--- src/rtl/branch_condition_unit_pkg.sv ---
// Shared constants and types for the branch condition unit.
// Optional build macro: BCU_EARLY_NT_EN (early not-taken resolve).
package branch_condition_unit_pkg;

  localparam logic [2:0] ALU_ADD  = 3'b000;
  localparam logic [2:0] ALU_SUB  = 3'b001;
  localparam logic [2:0] ALU_AND  = 3'b010;
  localparam logic [2:0] ALU_OR   = 3'b011;
  localparam logic [2:0] ALU_XOR  = 3'b100;
  localparam logic [2:0] ALU_SLT  = 3'b101;
  localparam logic [2:0] ALU_SLTU = 3'b110;

  localparam logic [2:0] F3_BEQ  = 3'b000;
  localparam logic [2:0] F3_BNE  = 3'b001;
  localparam logic [2:0] F3_BLT  = 3'b100;
  localparam logic [2:0] F3_BGE  = 3'b101;
  localparam logic [2:0] F3_BLTU = 3'b110;
  localparam logic [2:0] F3_BGEU = 3'b111;

  typedef enum logic [1:0] {
    ST_IDLE,
    ST_CMP,
    ST_TGT,
    ST_RESP
  } state_t;

  typedef struct packed {
    logic [2:0] op;
    logic       sel_res;
    logic       inv;
    logic       illegal;
  } dec_t;

endpackage

--- src/rtl/branch_condition_unit_decode.sv ---
// Maps a branch funct3 onto ALU opcode, flag select and polarity.
// Optional build macro: none used here.
module branch_decode
  import branch_condition_unit_pkg::*;
(
  input  logic [2:0] i_funct3,
  output dec_t       o_dec
);

  always_comb begin
    o_dec = '{op: ALU_ADD, sel_res: 1'b0,
              inv: 1'b0, illegal: 1'b1};
    unique case (1'b1)
      (i_funct3 == F3_BEQ):
        o_dec = '{ALU_SUB, 1'b0, 1'b0, 1'b0};
      (i_funct3 == F3_BNE):
        o_dec = '{ALU_SUB, 1'b0, 1'b1, 1'b0};
      (i_funct3 == F3_BLT):
        o_dec = '{ALU_SLT, 1'b1, 1'b0, 1'b0};
      (i_funct3 == F3_BGE):
        o_dec = '{ALU_SLT, 1'b1, 1'b1, 1'b0};
      (i_funct3 == F3_BLTU):
        o_dec = '{ALU_SLTU, 1'b1, 1'b0, 1'b0};
      (i_funct3 == F3_BGEU):
        o_dec = '{ALU_SLTU, 1'b1, 1'b1, 1'b0};
      default: ;
    endcase
  end

endmodule

--- src/rtl/branch_condition_unit.sv ---
// Branch resolver that time-shares the execute-stage ALU.
// Optional build macro: BCU_EARLY_NT_EN (not-taken skips TGT).
module branch_condition_unit
  import branch_condition_unit_pkg::*;
#(
  parameter int WIDTH = 32
) (
  input  logic                    clk,
  input  logic                    rst,
  input  logic                    req_valid,
  output logic                    req_ready,
  input  logic [2:0]              req_funct3,
  input  logic [WIDTH-1:0]        req_rs1,
  input  logic [WIDTH-1:0]        req_rs2,
  input  logic [WIDTH-1:0]        req_pc,
  input  logic [WIDTH-1:0]        req_imm,
  output logic [2:0]              alu_operation_code,
  output logic signed [WIDTH-1:0] alu_operand_a,
  output logic signed [WIDTH-1:0] alu_operand_b,
  output logic [WIDTH-1:0]        alu_operand_a_unsign,
  output logic [WIDTH-1:0]        alu_operand_b_unsign,
  input  logic [WIDTH-1:0]        alu_result,
  input  logic                    alu_is_zero,
  input  logic                    alu_is_negative,
  output logic                    resp_valid,
  input  logic                    resp_ready,
  output logic                    resp_taken,
  output logic [WIDTH-1:0]        resp_target,
  output logic                    resp_illegal
);

  state_t           r_state;
  state_t           w_next;
  logic [2:0]       r_funct3;
  logic [WIDTH-1:0] r_rs1;
  logic [WIDTH-1:0] r_rs2;
  logic [WIDTH-1:0] r_pc;
  logic [WIDTH-1:0] r_imm;
  logic [WIDTH-1:0] r_target;
  logic             r_taken;
  logic             r_illegal;

  dec_t             w_dec;
  logic             w_flag;
  logic             w_taken;
  logic             w_skip;
  logic [WIDTH-1:0] w_op_a;
  logic [WIDTH-1:0] w_op_b;
  logic             w_unused_neg;

  branch_decode u_decode (
    .i_funct3 (r_funct3),
    .o_dec    (w_dec)
  );

  // Negative flag is carried through for future branch forms only.
  assign w_unused_neg = alu_is_negative;

  assign w_flag  = w_dec.sel_res ? alu_result[0]
                                 : alu_is_zero;
  assign w_taken = !w_dec.illegal
                && (w_flag ^ w_dec.inv);

`ifdef BCU_EARLY_NT_EN
  assign w_skip = !w_taken;
`else
  assign w_skip = 1'b0;
`endif

  always_comb begin
    w_next             = r_state;
    alu_operation_code = ALU_ADD;
    w_op_a             = '0;
    w_op_b             = '0;
    unique case (r_state)
      ST_IDLE: begin
        if (req_valid) w_next = ST_CMP;
      end
      ST_CMP: begin
        alu_operation_code = w_dec.op;
        w_op_a = r_rs1;
        w_op_b = r_rs2;
        w_next = w_skip ? ST_RESP : ST_TGT;
      end
      ST_TGT: begin
        w_op_a = r_pc;
        w_op_b = r_imm;
        w_next = ST_RESP;
      end
      ST_RESP: begin
        if (resp_ready) w_next = ST_IDLE;
      end
      default: w_next = ST_IDLE;
    endcase
  end

  assign alu_operand_a        = w_op_a;
  assign alu_operand_b        = w_op_b;
  assign alu_operand_a_unsign = w_op_a;
  assign alu_operand_b_unsign = w_op_b;

  always_ff @(posedge clk) begin
    if (rst) begin
      r_state   <= ST_IDLE;
      r_funct3  <= '0;
      r_rs1     <= '0;
      r_rs2     <= '0;
      r_pc      <= '0;
      r_imm     <= '0;
      r_target  <= '0;
      r_taken   <= 1'b0;
      r_illegal <= 1'b0;
    end else begin
      r_state <= w_next;
      unique case (r_state)
        ST_IDLE: begin
          if (req_valid) begin
            r_funct3 <= req_funct3;
            r_rs1    <= req_rs1;
            r_rs2    <= req_rs2;
            r_pc     <= req_pc;
            r_imm    <= req_imm;
          end
        end
        ST_CMP: begin
          r_taken   <= w_taken;
          r_illegal <= w_dec.illegal;
          if (w_skip) r_target <= '0;
        end
        ST_TGT: begin
          r_target <= alu_result;
        end
        default: ;
      endcase
    end
  end

  assign req_ready    = (r_state == ST_IDLE);
  assign resp_valid   = (r_state == ST_RESP);
  assign resp_taken   = r_taken;
  assign resp_target  = r_target;
  assign resp_illegal = r_illegal;

endmodule

--- config.mk ---
export PLATFORM = sky130hd
export DESIGN_NAME = branch_condition_unit
export DESIGN_NICKNAME = d
export VERILOG_FILES = /design/src/rtl/branch_condition_unit_pkg.sv /design/src/rtl/branch_condition_unit_decode.sv /design/src/rtl/branch_condition_unit.sv
export SDC_FILE = /design/constraint.sdc
export NUM_CORES = 1
export LEC_CHECK = 0
export ABC_CLOCK_PERIOD_IN_PS = 2200
export CORE_UTILIZATION = 35
export DETAILED_ROUTE_END_ITERATION = 10
export HOLD_SLACK_MARGIN = 0.06
export PLACE_DENSITY = 0.69
export SLEW_MARGIN = 20
export SYNTH_ARGS = -nofsm -noshare
export SYNTH_HDL_FRONTEND = slang
export SYNTH_SLANG_ARGS = --single-unit
--- constraint.sdc ---
create_clock -name clk -period 2.2 [get_ports clk]
set_input_delay 0.55 -clock clk [delete_from_list [all_inputs] [get_ports clk]]
set_output_delay 0.55 -clock clk [all_outputs]
set_load 0.02 [all_outputs]
==> flow_summary_export.csv <==
group,metric,value,unit
run_status,status,"finished with violations",
run_status,failed_checks,"setup timing",
cts,numCtsBuffers,17,
sta,setup_viol,128,
hold_path,worst_hold_path.endpoint,"r_imm[23]",
final_layout,area_growth,67.6,%
grt,grt_usage,21.9,%
synth,synth_cells,921,
synth,synth_area,7410,um^2
final_layout,n_antenna_cell,0,
setup_path,crit_type,"flop to output port",
sta,worst_slack,-0.153,ns
routing,wl_per_cell,16.9,um
sta,finalCritPeriodShare,107,%
sta,rsz0062_at_grt,"true",
place,port_buffers,334,
routing,via_per_inst,4.85,
sta,fmax,425,MHz
cts,cts_tree,"done",
job,maxCapViolations,0,
place,hpwl,15400,um
grt,grt_pass1_vias,7094,
cts,cts_root_buf,"clkbuf_16",
final_layout,instances_no_fill,1480,
power,irDropWorstVdd,0.664,mV
synth,post_synth_num_cell_types,27,
final_layout,final_common_cell,"nand2_1",
power,p_per_area,1210,nW/um^2
die,dieArea,21800,um^2
final_layout,final_nets,1371,
routing,wl,25000,um
grt,overflow,0,
die,core,20500,um^2
routing,ant_nets,0,
final_layout,final_cell_mix,"nand2_1, clkdlybuf4s50_1, dfxtp_1",
grt,grt_pass1_wl,37300,um
setup_path,crit_fanout,7,
sta,slew_headroom,55.1,%
die,initial_core_util,36.2,%
sta,final_max_slew_viol_count,0,
grt,antenna_found_initial,0,
setup_path,r2r-start,"r_state[1]",
hold_path,hp-class,"flop to flop",
synth,ys_ff_latch,167,
cts,clk_pin_slew_worst_paths,0.07,ns
die,die_w,148,um
synth,ys_warn_count,0,
final_layout,nFillCells,1795,
routing,drt_iter0_markers,330,
hold_path,hp-start,"r_imm[23]",
cts,cts_sinks,167,
die,rows,52,
routing,num_vias,7182,
routing,drc,0,
setup_path,crit_path_end_kind,"output port",
setup_path,reg2reg_slack,0.53,ns
setup_path,worstPathRequired,1.65,ns
sta,worst_slew_pin_slew,0.673,ns
die,io_pins,336,
setup_path,setup.worst_path.start_class,"flop",
cts,ctsHoldBuffers,0,
synth,syn_avg_cell_area,8.05,um^2
grt,grt_max_degree,52,
synth,ys_seq_area_share,45.1,%
sta,timing.final.crit_period,2.35,ns
final_layout,ff_latch_area,3350,um^2
cts,cts.path.max_buffers,2,
final_layout,drive_gt1_share,28.8,%
routing,dr.pass1.iters,4,
synth,mappedNetlistNets,1095,
die,die-height,148,um
setup_path,critical_path_arrival,1.80,ns
power,total_power,15.0,mW
final_layout,final_util,60.6,%
sta,final_hold_viol_count,0,
sta,finalClockSkew,0.0123,ns
cts,clock_latency,0.42,ns
power,power_leakage,4.67,nW
place,place_inst,1417,
hold_path,min_path_cells,2,
final_layout,multi_input_area,3830,um^2
cts,cts_max_level,4,
setup_path,r2r_end,"r_state[1]",
place,place_congestion,0.795,
setup_path,r2r_cells,7,
report_power, final:
| part | total [mW] | leakage (nW) | switching [mW] | internal, mW |
|---|---|---|---|---|
| Combinational | 7.99 | 3.02 | 3.85 | 4.14 |
| Clock | 2.96 | 0.275 | 1.33 | 1.63 |
| Sequential | 4.03 | 1.37 | 0.384 | 3.65 |
| Total | 15.0 | 4.67 | 5.57 | 9.41 |
kinds of logic after synthesis:
logic type	count (synthesis)	share of synthesized area [%]
compound gates	202	16.0
fa+ha+maj	5	0.844
buf+inv	142	12.3
flops	167	45.1
mux	32	4.32
simple gates	373	21.5
worst max path at each step:
| stage | startpoint | endpoint | slack [ns] | cells after the start |
|---|---|---|---|---|
| 6_report | r_state[0] | alu_operand_a[18] | -0.15 | 7 |
| 5_1_grt | r_state[0] | alu_operand_b[23] | -0.23 | 6 |
| 4_1_cts | r_state[1] | alu_operand_a[6] | -0.27 | 6 |
| 3_5_place_dp | r_state[0] | alu_operand_b_unsign[28] | -0.21 | 5 |
| 3_3_place_gp | r_state[0] | alu_operand_a[30] | -0.22 | 6 |
| 2_1_floorplan | r_state[0] | alu_operand_a_unsign[10] | 0.03 | 6 |
registers in the layout (all words and copies together) (netlist names), 2 cells and up:
name         cells
r_imm           32
r_pc            32
r_rs1           32
r_funct3         3
r_state          2
r_rs2           32
resp_target     32
synthesized netlist by cell type:
cell type,n,area share (%)
nor3_1,1,0.067
nor2_1,34,1.7
a21oi_1,133,9.0
o41ai_1,1,0.12
nand2_1,263,13
and2_1,2,0.17
nand3b_1,1,0.10
o21ai_0,1,0.067
ha_1,5,0.84
inv_1,4,0.20
nor4_1,1,0.084
mux2i_1,32,4.3
o21a_1,1,0.10
a22oi_1,64,6.5
buf_2,23,1.6
nand3_1,1,0.067
a221oi_1,1,0.12
nand2b_1,2,0.17
buf_6,13,2.0
or3b_1,1,0.12
clkbuf_1,34,1.7
nor2b_1,66,5.6
dfxtp_1,167,45
and3_1,1,0.084
buf_4,67,6.8
o311a_1,1,0.14
buf_1,1,0.051
stage by stage:
stage          area [um^2]  worst slack [ns]  setup TNS (ns)  hold slack (ns)
2_1_floorplan         7560            0.0288               0            0.436
3_3_place_gp         10800            -0.217          -18.11            0.442
3_5_place_dp         10800            -0.213          -19.29            0.446
4_1_cts              12000            -0.274          -17.90            0.456
5_1_grt              12400            -0.230          -23.42            0.475
6_report             12400            -0.153          -14.39            0.457
per-layer routing:
metal	up-vias	GRT usage (%)	wire length [um]
met2	244	39.2	12900
met1	3397	25.8	10000
met4	0	4.07	160
met3	17	6.85	1840
li1	3524	-	-
met5	-	0	0
final cells by class:
cell class	instances	area share, %
clock inverters	13	1.10
well taps	270	2.72
multi-input cells	612	30.8
clock buffers	19	3.56
repair buffers	395	34.7
inverters	4	0.141
flip-flops and latches	167	26.9
worst max-delay path, stage by stage, from the launching register on:
cell     delay, ns
dfxtp_2       0.33
buf_6         0.11
ha_4          0.20
buf_12        0.16
buf_12        0.13
a22oi_2       0.22
nor2b_4       0.07
buf_6         0.13
timing repair:
| item | in CTS | in global routing |
|---|---|---|
| endpoints found under the setup margin | 133 | 133 |
| gates resized for setup | 776 | 104 |
| setup buffers | 16 | 6 |
| gates cloned | 6 | 7 |
| pin swaps | 5 | 26 |
Note: power is estimated with default switching activity, not from simulation.
